$ cat src/rtl/lif_array_scheduler.sv
// Time-multiplexed first-order LIF update over N virtual neurons.
// One neuron is updated per clock during a sweep; spikes are published with a done pulse.
module lif_array_scheduler #(
    parameter int N          = 4,
    parameter int WIDTH      = 8,
    parameter int BETA_SHIFT = 1,
    parameter int THRESHOLD  = 100,
    parameter int RESET_ZERO = 0
) (
    input  logic                 clk,
    input  logic                 rst_n,
    input  logic                 cur_wr_en,
    input  logic [$clog2(N)-1:0] cur_addr,
    input  logic [WIDTH-1:0]     cur_data,
    output logic                 cur_ready,
    input  logic                 start,
    output logic                 busy,
    output logic                 done,
    output logic [N-1:0]         spike_vec,
    input  logic [$clog2(N)-1:0] mon_addr,
    output logic [WIDTH-1:0]     mon_state
);
    localparam int AW = $clog2(N);
    localparam int SW = WIDTH + 2;
    localparam logic signed [SW-1:0] TH_S  = SW'(THRESHOLD);
    localparam logic signed [SW-1:0] MAX_S = SW'((1 << WIDTH) - 1);
    localparam logic [WIDTH-1:0]     TH_W  = WIDTH'(THRESHOLD);
    localparam logic [AW-1:0]        LAST  = AW'(N - 1);

    typedef enum logic [1:0] {ST_IDLE, ST_SWEEP, ST_DONE} state_t;

    state_t            r_state;
    logic [AW-1:0]     r_idx;
    logic [WIDTH-1:0]  r_u   [N];
    logic [WIDTH-1:0]  r_cur [N];
    logic [N-1:0]      r_refr;
    logic [N-1:0]      r_spk_new;
    logic [N-1:0]      r_spike_vec;
    logic              r_busy;
    logic              r_done;
    logic              r_ready;
    logic [WIDTH-1:0]  r_mon;

    logic [WIDTH-1:0]     w_u;
    logic [WIDTH-1:0]     w_i;
    logic                 w_r;
    logic [WIDTH-1:0]     w_decay;
    logic signed [SW-1:0] w_sum;
    logic [WIDTH-1:0]     w_clamped;
    logic                 w_fire;
    logic [N-1:0]         w_spk_next;
    logic                 w_wr_ok;

    always_comb begin
        w_u     = r_u[r_idx];
        w_i     = r_cur[r_idx];
        w_r     = r_refr[r_idx];
        w_decay = w_u - (w_u >> BETA_SHIFT);
        w_sum   = $signed({2'b00, w_decay}) + $signed({2'b00, w_i});
        if (w_r) begin
            w_sum = (RESET_ZERO != 0) ? '0 : w_sum - TH_S;
        end
        // Saturate the signed intermediate back into the unsigned state range.
        if (w_sum < 0) begin
            w_clamped = '0;
        end else if (w_sum > MAX_S) begin
            w_clamped = '1;
        end else begin
            w_clamped = w_sum[WIDTH-1:0];
        end
        w_fire            = (w_clamped > TH_W);
        w_spk_next        = r_spk_new;
        w_spk_next[r_idx] = w_fire;
        w_wr_ok           = cur_wr_en && (int'(cur_addr) < N);
    end

    always_ff @(posedge clk or negedge rst_n) begin
        if (!rst_n) begin
            r_state     <= ST_IDLE;
            r_idx       <= '0;
            r_refr      <= '0;
            r_spk_new   <= '0;
            r_spike_vec <= '0;
            r_busy      <= 1'b0;
            r_done      <= 1'b0;
            r_ready     <= 1'b1;
            r_mon       <= '0;
            for (int unsigned i = 0; i < N; i++) begin
                r_u[i]   <= '0;
                r_cur[i] <= '0;
            end
        end else begin
            r_mon  <= (int'(mon_addr) < N) ? r_u[mon_addr] : '0;
            r_done <= 1'b0;
            case (r_state)
                ST_IDLE: begin
                    if (w_wr_ok) begin
                        r_cur[cur_addr] <= cur_data;
                    end
                    if (start) begin
                        r_state   <= ST_SWEEP;
                        r_idx     <= '0;
                        r_busy    <= 1'b1;
                        r_ready   <= 1'b0;
                        r_spk_new <= '0;
                    end
                end
                ST_SWEEP: begin
                    r_u[r_idx]    <= w_clamped;
                    r_refr[r_idx] <= w_fire;
                    r_spk_new     <= w_spk_next;
                    if (r_idx == LAST) begin
                        r_state     <= ST_DONE;
                        r_busy      <= 1'b0;
                        r_done      <= 1'b1;
                        r_spike_vec <= w_spk_next;
                    end else begin
                        r_idx <= r_idx + AW'(1);
                    end
                end
                ST_DONE: begin
                    r_state <= ST_IDLE;
                    r_ready <= 1'b1;
                end
                default: begin
                    r_state <= ST_IDLE;
                    r_ready <= 1'b1;
                end
            endcase
        end
    end

    assign cur_ready = r_ready;
    assign busy      = r_busy;
    assign done      = r_done;
    assign spike_vec = r_spike_vec;
    assign mon_state = r_mon;
endmodule

$ cat config.mk
export PLATFORM = sky130hd
export DESIGN_NAME = lif_array_scheduler
export DESIGN_NICKNAME = d
export VERILOG_FILES = /design/src/rtl/lif_array_scheduler.sv
export SDC_FILE = /design/constraint.sdc
export NUM_CORES = 1
export LEC_CHECK = 0
export ABC_AREA = 1
export ABC_CLOCK_PERIOD_IN_PS = 4400
export BUFFER_PORTS_ARGS = -buffer_cell sky130_fd_sc_hd__buf_4
export CAP_MARGIN = 30
export CORE_UTILIZATION = 35
export DETAILED_ROUTE_END_ITERATION = 16
export SLEW_MARGIN = 30
export SYNTH_ARGS = -nofsm -noshare
export SYNTH_HDL_FRONTEND = slang
export SYNTH_SLANG_ARGS = --single-unit
$ cat constraint.sdc
create_clock -name clk -period 4.4 [get_ports clk]
set_input_delay 0.22 -clock clk [delete_from_list [all_inputs] [get_ports clk]]
set_output_delay 0.22 -clock clk [all_outputs]
set_load 0.05 [all_outputs]
; Word level (Yosys, flattened, before mapping)
; Index checks and enable logic that the tools add are counted.
[totals]
regBits = 91
inputBits = 16
out_inout_bits = 15
wordCells = 91
[op_classes]
n_addsub = 4
order_cmp = 10
n_eq_ne = 5
n_mux = 39
bitwise = 4
n_reduce_logical = 12
[ops]
columns = cell, n
row1 = $mux 8, 10
row2 = $bwmux 32, 2
row3 = $bmux 8 s2, 3
row4 = $demux 8 s2, 2
row5 = $gt 10x9->1 const B, 1
row6 = $lt 10x1->1 const B, 1
row7 = $mux 10, 1
row8 = $reduce_and 2->1, 5
row9 = $sub 9x7->10 const B, 1
row10 = $add 8x8->9, 1
row11 = $ge 3x3->1 const B, 3
row12 = $not 2->3, 3
row13 = $bwmux 4, 2
row14 = $gt 8x7->1 const B, 1
row15 = $mux 2, 4
row16 = $pmux 2 s2, 2
row17 = $pmux 4 s2, 1
row18 = $sub 8x7->8, 1
row19 = $mux 1, 7
row20 = $lt 3x1->1 const B, 2
row21 = $ne 2x2->1 const B, 3
row22 = $reduce_and 3->1, 2
row23 = $mux 4, 1
row24 = $pmux 1 s2, 2
row25 = 11 further kinds, 13

; Depth between registers and ports, before layout
; Gate-level depths: netlist (run 1).
[depth]
word_depth = 14
depth_mapped = 34
ltp_nobuf = 33

; Least setup slack after synthesis (run 1)
; No wires, ideal clock.
[synth_path]
kind = reg-to-reg
from = register r_idx[0]
to = register r_spike_vec[0], in the netlist spike_vec[0]
setup_time_ns = 0.118
t_arrival_ns = 4.381
required_ns = 4.282
setup_slack_ns = -0.099
path_stages_with_launch = 34
path_buffers = 2
period_less_slack_ns = 4.499
cell_sequence = dfrtp_1 > inv_2 > clkbuf_1 > buf_1 > nor2_1 > o22ai_1 > ha_1 > inv_1 > fa_1 > nand3_1 > nand2_1 > nand2_1 > nand2_1 > a21oi_1 > xnor2_1 > ha_1 > nand2_1 > inv_1 > a21oi_1 > nand2_1 > nand2_1 > nand2_4 > nor2_8 > nand2_2 > nand2_4 > nand2_4 > nor2_1 > nand2_1 > nor2_1 > nand3_2 > nand2_4 > nand2_2 > nand3_1 > nand2_1
[synth_via]
elab_chain_cells = 13
elab_cells_between_ends = 26
cone_classes = 3 x add/sub / 5 x order compare / 1 x eq/ne / 14 x mux / 1 x bitwise / 2 x reduce/logical
[synth_rtl]
columns = element, line
row1 = from (decl), 33  ; logic [AW-1:0] r_idx;
row2 = from (signal assigned), 118  ; r_idx <= r_idx + AW'(1);
row3 = $not 2->3 (not written as such), "55, 56"
row4 = $bmux 8 s2, 55  ; w_u = r_u[r_idx];
row5 = $mux 8 (not written as such) (2 in a row), 55
row6 = $sub 8x7->8, 58  ; w_decay = w_u - (w_u >> BETA_SHIFT);
row7 = $add 8x8->9, 59  ; w_sum = $signed({2'b00, w_decay}) + $signed({2'b00, w_i});
row8 = $sub 9x7->10, 61  ; w_sum = (RESET_ZERO != 0) ? '0 : w_sum - TH_S;
row9 = $mux 10, 60  ; if (w_r) begin
row10 = $gt 10x9->1, 66  ; end else if (w_sum > MAX_S) begin
row11 = $mux 8, 66
row12 = $mux 8, 64  ; if (w_sum < 0) begin
row13 = $gt 8x7->1, 71  ; w_fire = (w_clamped > TH_W);
row14 = $bwmux 4, 73  ; w_spk_next[r_idx] = w_fire;
row15 = to (signal assigned), 116  ; r_spike_vec <= w_spk_next;
row16 = to (decl), 38  ; logic [N-1:0] r_spike_vec;
; Several ways; a longest one is shown, not always the timed one. The select of a mux whose other input is x is not followed.
; A chain may end at the register's enable or synchronous reset.

; Worst setup path after layout (run 1)
[layout_path]
from = register r_idx[0]
to = register r_spike_vec[2], in the netlist spike_vec[2]
; The elaborated chain is that of the path after synthesis.

==> results of run 1 <==
## layout make-up
cell class	instances	share of cell area (%)
flip-flops and latches	90	35.7
clock inverters	6	1.05
repair buffers	65	8.74
inverters	74	4.48
multi-input cells	463	42.8
well taps	180	3.57
clock buffers	10	3.63
## flip-flops by register name, summed over array words and instances, names as in the netlist, 2 cells and up
signal	cells
spike_vec	4
r_spk_new	3
r_u	32
r_cur	32
r_idx	2
r_refr	4
mon_state	8
r_state	2
## stage by stage
step	setup TNS [ns]	area, um2
after detailed placement	0	5530
after CTS	0	5840
after global routing	-1.59	6310
final	0	6310
after floorplan	0	5050
after global placement	0	5530
## cells in the final DEF (no fill, tap or decap), drive strengths merged
cell | synthesis | layout
clkinvlp | 0 | 2
inv | 74 | 75
fa | 2 | 2
o22ai | 16 | 16
nand3 | 41 | 41
nand2 | 176 | 176
dfrtp | 89 | 89
ha | 20 | 20
a21oi | 17 | 17
nor2 | 60 | 60
bufinv | 0 | 1
clkinv | 0 | 2
clkbuf | 15 | 11
a31oi | 1 | 1
nand4 | 1 | 1
buf | 6 | 63
a32oi | 6 | 6
o21ai | 107 | 107
a32o | 2 | 2
or2 | 3 | 3
xor2 | 3 | 3
a21o | 1 | 1
nand3b | 1 | 1
xnor2 | 6 | 6
dfstp | 1 | 1
dlygate4sd3 | 0 | 1
## path summary, 6_finish.rpt
path / start / slack, ns / to
max: r_idx[0] / 0.07 / spike_vec[2]
min reg2reg: r_spk_new[1] / 0.48 / r_spk_new[1]
max in group asynchronous: rst_n / 2.97 / r_idx[0]
min: cur_data[6] / 0.18 / r_cur[6]
max reg2reg: r_idx[0] / 0.07 / spike_vec[2]
min in group asynchronous: rst_n / 0.42 / r_u[10]
## worst max-delay path: cells and delay by family (launching register included)
family | cells | cell delay (ns)
buffers and inverters | 3 | 0.36
AND/OR/NAND/NOR | 22 | 1.93
adder cells (fa/ha/maj) | 2 | 0.74
AO/OA/AOI/OAI | 3 | 0.59
XOR/XNOR | 1 | 0.10
flip-flops | 1 | 0.47
## Yosys cell counts, drive strengths merged
| cell | count | area share [%] |
|---|---|---|
| a31oi | 1 | 0.25 |
| clkbuf | 15 | 1.1 |
| nor2 | 60 | 5.1 |
| or2 | 3 | 0.37 |
| nand3 | 41 | 4.8 |
| a32oi | 6 | 1.0 |
| a21oi | 17 | 1.8 |
| dfrtp | 89 | 44 |
| o22ai | 16 | 2.0 |
| nand3b | 1 | 0.15 |
| a32o | 2 | 0.40 |
| nand2 | 176 | 14 |
| fa | 2 | 0.79 |
| a21o | 1 | 0.15 |
| dfstp | 1 | 0.52 |
| o21ai | 107 | 11 |
| xnor2 | 6 | 1.0 |
| xor2 | 3 | 0.52 |
| nand4 | 1 | 0.12 |
| buf | 6 | 0.47 |
| inv | 74 | 5.5 |
| ha | 20 | 5.0 |
## per-layer routing
metal  up-vias  share of wire (%)
li1       2221                  -
met1      2178                 45
met2       129                 49
met3        17                4.7
met4         0                1.5
met5         -                  0
## logic make-up after synthesis
family / synth area share, %
compound gates: 16.2
xor+xnor: 1.56
fa+ha+maj: 5.75
buf+inv: 7.09
flops: 44.6
simple gates: 24.8
## what timing repair did
action	in CTS	in global routing
gates resized for setup	2	71
buffers inserted	0	20
cloned	0	1
hold endpoints to repair	46	0
setup endpoints to repair	6	19
hold buffers	1	0
pin swaps	0	40
==> impl_metrics.tcl, run 1 <==
set metrics [dict create \
    worst_slack_ns 0.0673 \
    clk_latency_ns 0.35 \
    max_stage_delay_ns 0.47 \
    dp_cells 850 \
    clk_pin_slew_ns 0.07 \
    routed-via-count 4545 \
    antenna_found_initial 0 \
    r2r_cells 31 \
    drtIter0Drc 373 \
    required_ns 4.64 \
    crit_fanout 8 \
    grt_usage_pct 17.8 \
    finalSetupViolCount 0 \
    via_per_inst 5.12 \
    outcome "finished, final reports clean" \
    max-clock-path-buffers 2 \
    fp.coreArea_mm2 0.0140 \
    diodes 0 \
    start_util_pct 36.1 \
    grt_setup_unrepaired "yes" \
    synth_nets 686 \
    die_w_um 122 \
    filler_cell_count 1388 \
    cts_tree "built" \
    synth_area_per_cell_um2 7.79 \
    multi_input_area_mm2 0.00270 \
    first_global_vias 4151 \
    netlist_area_mm2 0.00505 \
    ys.warnings.count 0 \
    crit_path_start_kind "flip-flop" \
    routed_wl_um 13300 \
    htreeDepth 3 \
    met3_usage_pct 4.40 \
    regArea_mm2 0.00225 \
    grt-ovfl-total 0 \
    ys_seq_elements 90 \
    layout.nets 741 \
    maxSlewViolCount 0 \
    dr.pass1.iters 4 \
    synthToLayoutAreaGrowth_pct 25.0 \
    worst_pin_slew_ns 0.730 \
    drtAntennaViolNets 0 \
    grt_first_pass_wirelength_um 20500 \
    cp_slowest_cell "dfrtp_2" \
    grt_start_max_net_pins 48 \
    final_util_pct 45.1 \
    die_height_um 122 \
    pre_cts_ws_ns 0.000483 \
    port_buffers 30 \
    fmax_mhz 231 \
    hold_violations 0 \
    crit_arrival_ns 4.57 \
    synth_cell_types 33 \
    grt_use_met1_pct 23.1 \
    root_buffer "clkbuf_16" \
    synthCells 648 \
    ys_seq_area_share_pct 44.6 \
    hold_path.class "in2reg" \
    fin_hold_ws_ns 0.178 \
    gp_congestion 0.858 \
    hpwl_um 8890 \
    drive_above_1_share_pct 22.5 \
    holdPathStages 3 \
    cts_made_buffers 9 \
    clock-sinks 90 \
    fin_crit_sh_pct 98.5 \
    cpMostUsedCell "nand2_1" \
    grt_use_met2_pct 29.1 \
    fin_skew_ns 0.00839 \
    path_class "reg2reg" \
    route.detailed.drc 0 \
    io-pin-count 31 \
    wl_per_cell_um 14.9 \
    cap_viol_max_count 0 \
    final_cells 888 \
    grt.busiest_layer "met2" \
    die_area_mm2 0.0149 \
    num_rows 43 \
    end_kind "flip-flop" \
    fin_crit_ns 4.33 \
    slew_headroom_pct 51.3 \
]
Power of run 1 is left out: the tool's default activity adds up to more than one toggle a clock period on the data nets, which glitch-free logic cannot reach.
==> run 2: changes to the inputs <==
--- a/config.mk
+++ b/config.mk
@@ -6,10 +6,10 @@
 export NUM_CORES = 1
 export LEC_CHECK = 0
 export ABC_AREA = 1
-export ABC_CLOCK_PERIOD_IN_PS = 4400
+export ABC_CLOCK_PERIOD_IN_PS = 4200
 export BUFFER_PORTS_ARGS = -buffer_cell sky130_fd_sc_hd__buf_4
 export CAP_MARGIN = 30
-export CORE_UTILIZATION = 35
+export CORE_UTILIZATION = 40
 export DETAILED_ROUTE_END_ITERATION = 16
 export SLEW_MARGIN = 30
 export SYNTH_ARGS = -nofsm -noshare
==> constraint.sdc (replaced) <==
create_clock -name clk -period 4.2 [get_ports clk]
set_input_delay 0.21 -clock clk [delete_from_list [all_inputs] [get_ports clk]]
set_output_delay 0.21 -clock clk [all_outputs]
set_load 0.05 [all_outputs]
==> impl_metrics.tcl, run 2 (synthesis results as in run 1) <==
set metrics [dict create \
    outcome "complete, but fails checks" \
    violations "negative setup slack" \
    end_kind "flip-flop" \
    drtIter0Drc 294 \
    fin_skew_ns 0.0116 \
    die_area_mm2 0.0131 \
    cts_tree "built" \
    first_global_vias 4066 \
    most-common-layout-cells "nand2_1, o21ai_0, dfrtp_1" \
    fmax_mhz 235 \
    grt_first_pass_wirelength_um 20800 \
    maxSlewViolCount 0 \
    drtAntennaViolNets 0 \
    crit_arrival_ns 4.49 \
    path_class "reg2reg" \
    cp_slowest_cell "dfrtp_2" \
    route.detailed.drc 0 \
    worst_pin_slew_ns 0.830 \
    hpwl_um 8750 \
    dp_cells 847 \
    root_buffer "clkbuf_16" \
    max_stage_delay_ns 0.47 \
    crit_fanout 7 \
    filler_cell_count 1147 \
    cts_made_buffers 9 \
    final_cell_area_mm2 0.00634 \
    routed_wl_um 13000 \
    num_rows 40 \
    dr.pass1.iters 4 \
    clk_pin_slew_ns 0.07 \
    cap_viol_max_count 0 \
    clock-sinks 90 \
    antenna_found_initial 0 \
    routed-via-count 4500 \
    htreeDepth 3 \
    die_w_um 114 \
    slew_headroom_pct 44.7 \
    final_cells 881 \
    synthToLayoutAreaGrowth_pct 25.6 \
    diodes 0 \
    finalSetupViolCount 7 \
    io-pin-count 31 \
    wl_per_cell_um 14.8 \
    cpMostUsedCell "nand2_4" \
    max-clock-path-buffers 2 \
    fp.coreArea_mm2 0.0122 \
    fin_crit_ns 4.25 \
    die_height_um 114 \
    required_ns 4.44 \
    hold_violations 0 \
    port_buffers 30 \
    hold_path.class "in2reg" \
    grt_usage_pct 20.6 \
    final_common_cell "nand2_1" \
    placed_area_mm2 0.00559 \
    drive_above_1_share_pct 24.3 \
    clk_latency_ns 0.36 \
    grt-ovfl-total 0 \
    crit_path_start_kind "flip-flop" \
    layout.nets 746 \
    grt_setup_unrepaired "yes" \
    gp_congestion 0.876 \
    via_per_inst 5.11 \
    start_util_pct 41.5 \
    fin_crit_sh_pct 101 \
    grt_start_max_net_pins 91 \
    worst_slack_ns -0.0488 \
]
run 2: cell types whose count changed in the layout (fill, tap and decap cells not counted), sizes merged:
cell      delta
bufinv       -1
buf          +5
clkinvlp     +1
run 2: final timing paths:
| kind | depth (start not counted) | start | slack, ns | end |
|---|---|---|---|---|
| max | 29 | r_idx[0] | -0.05 | r_spk_new[0] |
| min | 3 | cur_data[6] | 0.15 | r_cur[22] |
| max reg2reg | 29 | r_idx[0] | -0.05 | r_spk_new[0] |
| min reg2reg | 2 | spike_vec[0] | 0.47 | spike_vec[0] |
| max in group asynchronous | 2 | rst_n | 3.11 | r_idx[0] |
| min in group asynchronous | 2 | rst_n | 0.51 | mon_state[4] |
run 2: stage by stage:
| step | utilization (%) | hold slack, ns | worst slack [ns] | setup TNS [ns] |
|---|---|---|---|---|
| 3_5_place_dp | 46.0 | 0.348 | -0.0976 | -0.589 |
| 4_1_cts | 48.7 | 0.147 | 0.00665 | 0 |
| 6_report | 52.1 | 0.150 | -0.0488 | -0.234 |
| 5_1_grt | 52.1 | 0.184 | -0.330 | -4.97 |
| 2_1_floorplan | - | -0.0856 | 0.00861 | 0 |
| 3_3_place_gp | 46.0 | 0.458 | 0.0119 | 0 |
run 2: layout make-up:
cell class	instances	area, um2	area share [%]
inverter	74	288	4.54
clock inverter	6	48.8	0.770
sequential	90	2250	35.6
multi-input combinational	463	2720	42.9
tap	168	210	3.31
timing repair buffer	70	582	9.18
clock buffer	10	239	3.77
run 2: critical path, delay by kind of cell (launching register included):
kind,cells,cell delay [ns]
and+or+nand+nor,16,1.55
AOI/OAI and AO/OA,6,0.97
adders and majority gates,2,0.53
DFF,1,0.47
buffers and inverters,4,0.46
xor gates and xnor gates,1,0.14
run 2: per-layer routing:
metal  wire length, um  track usage (%)  share of wire, %  vias up
li1                  -                -                 -     2244
met1              6150             29.1                47     2148
met2              6160             32.1                47       87
met3               495             4.39               3.8       21
met4               204             5.80               1.6        0
met5                 0                0                 0        -
run 2: what timing repair did:
action | CTS | global route
setup endpoints to repair | 13 | 34
endpoints found under the hold margin | 89 | 0
pin swaps | 0 | 41
buffers inserted | 1 | 15
hold buffers | 1 | 0
resized for setup | 6 | 68
cloned | 0 | 1
Power of run 2 is left out for the same reason.
